## config.mk

```make
export PLATFORM = sky130hd
export DESIGN_NAME = uart_pix_framer
export DESIGN_NICKNAME = d
export VERILOG_FILES = /design/src/rtl/sobel_pkg.sv /design/src/rtl/pix_idle_timer.sv /design/src/rtl/uart_pix_framer.sv
export SDC_FILE = /design/constraint.sdc
export NUM_CORES = 1
export LEC_CHECK = 0
export BUFFER_PORTS_ARGS = -buffer_cell sky130_fd_sc_hd__buf_2
export CORE_MARGIN = 3
export CORE_UTILIZATION = 30
export CTS_BUF_LIST = sky130_fd_sc_hd__clkbuf_16
export DETAILED_ROUTE_END_ITERATION = 10
export PLACE_DENSITY = 0.6
export SLEW_MARGIN = 30
export SYNTH_ARGS = -nofsm -noshare
export SYNTH_HDL_FRONTEND = slang
export SYNTH_SLANG_ARGS = --single-unit
```

## constraint.sdc

```tcl
create_clock -name sys_clk -period 2.3 [get_ports sys_clk]
set_input_delay 0.345 -clock sys_clk [delete_from_list [all_inputs] [get_ports sys_clk]]
set_output_delay 0.345 -clock sys_clk [all_outputs]
set_load 0.01 [all_outputs]
```

## src/rtl/sobel_pkg.sv

```systemverilog
// Shared types and defaults for the Sobel front end.
// Image geometry, coordinate widths, framer FSM states and idle-timeout defaults.
package sobel_pkg;

   localparam int unsigned IMG_W_DEF       = 100;
   localparam int unsigned IMG_H_DEF       = 100;
   localparam int unsigned X_W_DEF         = 10;
   localparam int unsigned Y_W_DEF         = 10;
   localparam int unsigned TIMEOUT_CYC_DEF = 5_000_000;
   localparam int unsigned TO_W_DEF        = 23;
   localparam int unsigned PIX_W           = 8;
   localparam int unsigned FCNT_W          = 8;

   typedef enum logic {
      ST_IDLE   = 1'b0,
      ST_ACTIVE = 1'b1
   } pix_state_e;

   // Frame markers that travel with each pixel strobe
   typedef struct packed {
      logic sof;
      logic eol;
      logic eof;
   } pix_tag_t;

endpackage

```

## src/rtl/pix_idle_timer.sv

```systemverilog
// Inter-byte idle timer: counts enabled cycles since the last clear and
// flags the cycle in which the count reaches TIMEOUT_CYC-1 without a clear.
module pix_idle_timer
   import sobel_pkg::*;
#(
   parameter int unsigned TIMEOUT_CYC = TIMEOUT_CYC_DEF,
   parameter int unsigned TO_W        = TO_W_DEF
)(
   input  logic sys_clk,
   input  logic sys_rst_n,
   input  logic clear,
   input  logic enable,
   output logic expire_c
);

   logic [TO_W-1:0] cnt_q;

   // A clear in the terminal cycle suppresses the expiry
   assign expire_c = enable && !clear && (cnt_q == TO_W'(TIMEOUT_CYC - 1));

   always_ff @(posedge sys_clk or negedge sys_rst_n) begin
      if (!sys_rst_n) begin
         cnt_q <= '0;
      end else if (clear || expire_c) begin
         cnt_q <= '0;
      end else if (enable) begin
         cnt_q <= cnt_q + TO_W'(1);
      end
   end

endmodule

```

## src/rtl/uart_pix_framer.sv

```systemverilog
// Tags each received UART byte as a raster-order grey pixel with x/y and frame markers.
// Optional inter-byte idle abort is enabled by defining PIX_TIMEOUT_EN.
module uart_pix_framer
   import sobel_pkg::*;
#(
   parameter int unsigned IMG_W       = IMG_W_DEF,
   parameter int unsigned IMG_H       = IMG_H_DEF,
   parameter int unsigned X_W         = X_W_DEF,
   parameter int unsigned Y_W         = Y_W_DEF,
   parameter int unsigned TIMEOUT_CYC = TIMEOUT_CYC_DEF,
   parameter int unsigned TO_W        = TO_W_DEF
)(
   input  logic              sys_clk,
   input  logic              sys_rst_n,
   input  logic [PIX_W-1:0]  pi_data,
   input  logic              pi_flag,
   output logic [PIX_W-1:0]  po_pix,
   output logic              po_pix_vld,
   output logic [X_W-1:0]    po_x,
   output logic [Y_W-1:0]    po_y,
   output logic              po_sof,
   output logic              po_eol,
   output logic              po_eof,
   output logic              po_frame_err,
   output logic              po_busy,
   output logic [FCNT_W-1:0] po_frame_cnt
);

   pix_state_e        state_q, state_d;
   logic [X_W-1:0]    x_q, x_d;
   logic [Y_W-1:0]    y_q, y_d;
   logic [PIX_W-1:0]  pix_d;
   logic [X_W-1:0]    ox_d;
   logic [Y_W-1:0]    oy_d;
   pix_tag_t          tag_d;
   logic              vld_d;
   logic              err_d;
   logic [FCNT_W-1:0] fcnt_d;
   logic              expire_c;

`ifdef PIX_TIMEOUT_EN
   pix_idle_timer #(
      .TIMEOUT_CYC (TIMEOUT_CYC),
      .TO_W        (TO_W)
   ) u_idle_timer (
      .sys_clk   (sys_clk),
      .sys_rst_n (sys_rst_n),
      .clear     (pi_flag || (state_q == ST_IDLE)),
      .enable    (state_q == ST_ACTIVE),
      .expire_c  (expire_c)
   );
`else
   logic [TO_W-1:0] unused_cfg;
   assign unused_cfg = TO_W'(TIMEOUT_CYC);
   assign expire_c   = 1'b0;
`endif

   assign po_busy = (state_q == ST_ACTIVE);

   // Next-state, coordinate advance and output payload
   always_comb begin
      state_d = state_q;
      x_d     = x_q;
      y_d     = y_q;
      pix_d   = po_pix;
      ox_d    = po_x;
      oy_d    = po_y;
      tag_d   = '0;
      vld_d   = 1'b0;
      err_d   = 1'b0;
      fcnt_d  = po_frame_cnt;
      case (state_q)
         ST_IDLE: begin
            x_d = '0;
            y_d = '0;
            if (pi_flag) begin
               vld_d     = 1'b1;
               pix_d     = pi_data;
               ox_d      = '0;
               oy_d      = '0;
               tag_d.sof = 1'b1;
               x_d       = X_W'(1);
               state_d   = ST_ACTIVE;
            end
         end
         ST_ACTIVE: begin
            if (pi_flag) begin
               vld_d = 1'b1;
               pix_d = pi_data;
               ox_d  = x_q;
               oy_d  = y_q;
               if (x_q == X_W'(IMG_W - 1)) begin
                  tag_d.eol = 1'b1;
                  x_d       = '0;
                  if (y_q == Y_W'(IMG_H - 1)) begin
                     tag_d.eof = 1'b1;
                     y_d       = '0;
                     fcnt_d    = po_frame_cnt + FCNT_W'(1);
                     state_d   = ST_IDLE;
                  end else begin
                     y_d = y_q + Y_W'(1);
                  end
               end else begin
                  x_d = x_q + X_W'(1);
               end
            end else if (expire_c) begin
               err_d   = 1'b1;
               x_d     = '0;
               y_d     = '0;
               state_d = ST_IDLE;
            end
         end
         default: state_d = ST_IDLE;
      endcase
   end

   always_ff @(posedge sys_clk or negedge sys_rst_n) begin
      if (!sys_rst_n) begin
         state_q      <= ST_IDLE;
         x_q          <= '0;
         y_q          <= '0;
         po_pix       <= '0;
         po_pix_vld   <= 1'b0;
         po_x         <= '0;
         po_y         <= '0;
         po_sof       <= 1'b0;
         po_eol       <= 1'b0;
         po_eof       <= 1'b0;
         po_frame_err <= 1'b0;
         po_frame_cnt <= '0;
      end else begin
         state_q      <= state_d;
         x_q          <= x_d;
         y_q          <= y_d;
         po_pix       <= pix_d;
         po_pix_vld   <= vld_d;
         po_x         <= ox_d;
         po_y         <= oy_d;
         po_sof       <= tag_d.sof;
         po_eol       <= tag_d.eol;
         po_eof       <= tag_d.eof;
         po_frame_err <= err_d;
         po_frame_cnt <= fcnt_d;
      end
   end

endmodule

```

### After elaboration in Yosys (flattened, before gate mapping)

Index checks and enable logic that the tools add are counted.
W data, S select, Z words.

* muxes and demuxes: 24
* reduce and logical (&&, ||, !) cells: 3
* order comparisons: 0
* shifts and indexed selects: 0
* divide/modulo/power cells: 0
* add/subtract/negate cells: 3
* $mul: 0
* bitwise operators: 1
* equal/unequal tests: 5

Operators by type and width (count)
* $mux W10: 8
* $pmux W10 S2: 4
* $add A10 B1 Y10 const B: 2
* $eq A10 B7 Y1 const B: 2
* $add A8 B1 Y8 const B: 1
* $mux W8: 1
* $mux W1: 7
* $mux W2: 3
* $ne A2 B2 Y1 const B: 2
* $reduce_and A2 Y1: 2
* $reduce_and A4 Y1: 1
* $ne A2 B1 Y1 const B: 1
* $pmux W1 S2: 1
* $not A1 Y1: 1

* bits in latches: 0
* memories: 0
* bits in writable memories: 0
* memory bits (read-only): 0
* bits of input ports: 11
* register bits: 61

### Longest topological paths before layout

* depth after elaboration: 5
* depth in mapped cells: 7
* depth with buffers taken out: 6

### Worst setup path after synthesis

No wires, ideal clock.

* path kind: register -> register
* from: reg y_q[0]
* to: reg po_frame_cnt[1]
* path slack: 0.096 ns
* required time: 2.175 ns
* cell stages (with the launch flop): 6
* arrival: 2.080 ns
* clock period less this slack: 2.204 ns
* path buffers: 0
* cell sequence: dfrtp_1 -> ha_1 -> or4b_1 -> or4_4 -> nor2_1 -> mux2_2

* longest elaborated chain between the ends: 2

Ends and longest elaborated chain
* start: declaration: line uart_pix_framer.sv:31 `logic [Y_W-1:0] y_q, y_d;`
* start signal: assignment: line uart_pix_framer.sv:134 `y_q <= y_d;`
* $eq A10 B7 Y1: line uart_pix_framer.sv:95 `if (y_q == Y_W'(IMG_H - 1)) begin`
* $reduce_and A4 Y1 (no line)
* end signal: assignment: line uart_pix_framer.sv:143 `po_frame_cnt <= fcnt_d;`
* end: declaration: line uart_pix_framer.sv:26 `output logic [FCNT_W-1:0] po_frame_cnt`

No other way between the ends.
A chain may end at the register's enable or synchronous reset.

### Final worst setup path

Ends and elaborated chain as after synthesis.

==> out/qor.csv <==
metric;value;unit
overall overflow remaining after global route;0;
Min Hold Slack;0.1807;ns
worst flop-to-flop path startpoint;y_q[0]$_DFFE_PN0P_;
summed negative setup slack over all endpoints;0;ns
iteration-0 DRC count of the detailed router;92;
IO Port Bufs;51;
number of placed instances, taps included;404;
final critical-path required period;2.219;ns
total detailed-routing wirelength;5.849;mm
portion of the clock cycle consumed by the worst path in the final layout;0.9647;
area added between synthesis and finish;28.47;%
synthesized netlist cell count;244;
post-synthesis average cell area;11.00;um2
LEAKAGE;1.710;nW
flip-flop cell with the highest count after synthesis;dfrtp_1;
endpoint required time on the critical path;2.50;ns
crit path capture;po_frame_cnt[1]$_DFFE_PN0P_;
count of synthesis-stage warnings from yosys;0;
proportion of layout cells with a drive suffix above 1;0.3206;
number of cell rows;33;
clock tree from TritonCTS;done;
count of hold buffers inserted by post-cts repair;0;
clock buffer depth;2;
final setup skew;0.008335;ns
Final Hold Fails;0;
fraction of the yosys area taken by sequential cells;0.5685;
vias post-DR;2087;
GRT Overall Usage;0.1238;
Tot Pwr;2.967;mW
slack of the critical path;0.08121;ns
antenna cell count;0;
H-Tree Depth;3;
Die H;100.6;um
peak supply drop;0.3572;mV
Final #Nets;324;
critical path launch point type;register;
top fanout value on the critical path;8;
number of ports placed on the die boundary;53;
measured slew at the worst slew-check pin;0.7704;ns
worst min path class;in -> async;
Worst setup startpoint;y_q[0]$_DFFE_PN0P_;
synthesized cell area;0.002685;mm2
clock root buffer;clkbuf_16;
outcome;finished clean;
maximum number of pins on one net before global-route repair;62;
CTS clk-pin slew, worst paths;0.05;ns
achievable clock frequency;0.4507;GHz
register-to-register setup slack;0.08;ns
floorplan core area;0.008464;mm2
antenna violations before repair;0;
worst flop-to-flop path endpoint;po_frame_cnt[1]$_DFFE_PN0P_;
first-pass iteration count of the detailed router;4;
Final HPWL DP;4.024;mm
global-route wire length before repair;10.14;mm
unrepaired setup endpoints after global routing;true;
remaining number of nets flagged by the antenna check after routing;0;
max-cap check violation count;0;
worst setup timing slack at the placement stage;0.03340;ns
distinct cell type count of the synthesized netlist;42;
Clk Latency, worst-skew pair;0.32;ns
Final Setup Violations;0;
Post-synth EDFFs;0;
number of buffers inserted during clock tree synthesis;9;
initial core utilization;0.3172;
DR DRC count;0;
CTS-repair resized insts;0;
Chip Width;100.6;um
clock sink count;61;
Vias per Instance;4.969;
Post-synth ARST share;1.000;
filler instances;835;
post-route insts no fill;420;
reg2reg path depth;5;
normalized max-slew margin;0.4864;
post-CTS repair timing setup buffer count;0;
detailed-route wire length per cell;13.93;um
ratio of total power to cell area;860.1;mW/mm2
CP arrival;2.41;ns
routability congestion estimate from global placement;0.8429;
Final Slew Violations;0;
Seq cells post-synth;61;
Die ar.;0.01012;mm2
synthesized net count;258;
via count of the first global-routing pass;2137;
class of the most critical setup path;reg -> reg;
nature of the critical path endpoint;register;
through the flow:
step | instance area, um2 | utilization
3_3_place_gp | 3138 | 0.3707
3_5_place_dp | 3138 | 0.3707
4_1_cts | 3445 | 0.4069
5_1_grt | 3450 | 0.4075
2_1_floorplan | 2685 | -
6_report | 3450 | 0.4075
sequential cells by signal (all words and copies together), names as in the netlist:
register      count
po_x             10
po_sof            1
po_pix_vld        1
x_q              10
po_eol            1
po_y             10
y_q              10
po_eof            1
po_frame_cnt      8
po_pix            8
po_busy           1
cells by family after synthesis:
| kind of cell | count (synthesis) | synth area share |
|---|---|---|
| and+or+nand+nor | 79 | 0.1724 |
| DFF | 61 | 0.5685 |
| AOI/OAI and AO/OA | 48 | 0.1165 |
| buffers and inverters | 30 | 0.04660 |
| xor gates and xnor gates | 12 | 0.03914 |
| muxes | 10 | 0.04147 |
| adders and majority gates | 3 | 0.01398 |
| other | 1 | 0.001397 |
final cells by class:
| class | instances | area (um2) | area share |
|---|---|---|---|
| Sequential cell | 61 | 1526 | 0.4425 |
| Clock buffer | 9 | 225.2 | 0.06529 |
| Multi-Input combinational cell | 153 | 1039 | 0.3011 |
| Tap cell | 105 | 131.4 | 0.03808 |
| Clock inverter | 7 | 81.33 | 0.02358 |
| Timing Repair Buffer | 68 | 382.9 | 0.1110 |
| Inverter | 17 | 63.81 | 0.01850 |
where the power goes:
| group | total (mW) | leakage (nW) | internal, mW | switching, mW |
|---|---|---|---|---|
| Clock | 1.38 | 0.155 | 0.931 | 0.444 |
| Sequential | 1.26 | 0.811 | 1.17 | 0.0883 |
| Combinational | 0.333 | 0.744 | 0.146 | 0.186 |
layer usage:
layer	GRT usage	up-vias	routed length [um]
met5	0	-	0
met4	0.05907	0	76
met3	0.02561	6	330
met2	0.1823	64	2467
met1	0.1732	1008	2974
li1	-	1009	-
critical path, cell delays in order (launching register included):
cell	delay [ns]
dfrtp_1	0.36
ha_2	0.21
or4b_1	0.44
or4_4	0.58
nor2_2	0.17
mux2_2	0.35
worst min path at each step:
| stage | start | endpoint |
|---|---|---|
| 4_1_cts | sys_rst_n | po_pix[7]$_DFFE_PN0P_ |
| 5_1_grt | pi_data[4] | po_pix[4]$_DFFE_PN0P_ |
| 3_3_place_gp | po_x[0]$_DFFE_PN0P_ | po_x[0]$_DFFE_PN0P_ |
| 2_1_floorplan | sys_rst_n | po_busy$_DFF_PN0_ |
| 3_5_place_dp | po_frame_cnt[7]$_DFFE_PN0P_ | po_frame_cnt[7]$_DFFE_PN0P_ |
| 6_report | sys_rst_n | po_pix[5]$_DFFE_PN0P_ |
synthesized netlist by cell type (all sizes together) (3+ instances only):
library cell	n	area, um2
o21ai	15	75.07
nand4	7	43.79
and2	3	18.77
clkbuf	8	30.03
ha	3	37.54
nand3	19	95.09
or3	3	18.77
xor2	12	105.1
buf	5	31.28
inv	16	60.06
and3	4	25.02
a21oi	5	25.02
nor2	9	33.78
dfrtp	61	1526
a22o	10	87.58
a31oi	12	75.07
nor3	6	30.03
nand2	12	45.04
mux2	9	101.4
or3b	4	35.03
placed cells by master, fill, tap and decap left out, types with 4 or more instances in the layout:
master | netlist | layout
dfrtp_1 | 61 | 61
buf_2 | 1 | 51
nand3_1 | 19 | 19
buf_4 | 1 | 17
inv_1 | 16 | 16
o21ai_0 | 14 | 14
nand2_1 | 12 | 12
xor2_1 | 12 | 12
a31oi_1 | 12 | 12
a22o_1 | 10 | 10
mux2_2 | 9 | 9
clkbuf_16 | 0 | 9
nor2_1 | 9 | 8
nand4_1 | 7 | 7
nor3_1 | 6 | 6
a21oi_1 | 5 | 5
and3_1 | 4 | 4
or3b_2 | 4 | 4
Note: power is estimated with default switching activity, not from simulation.
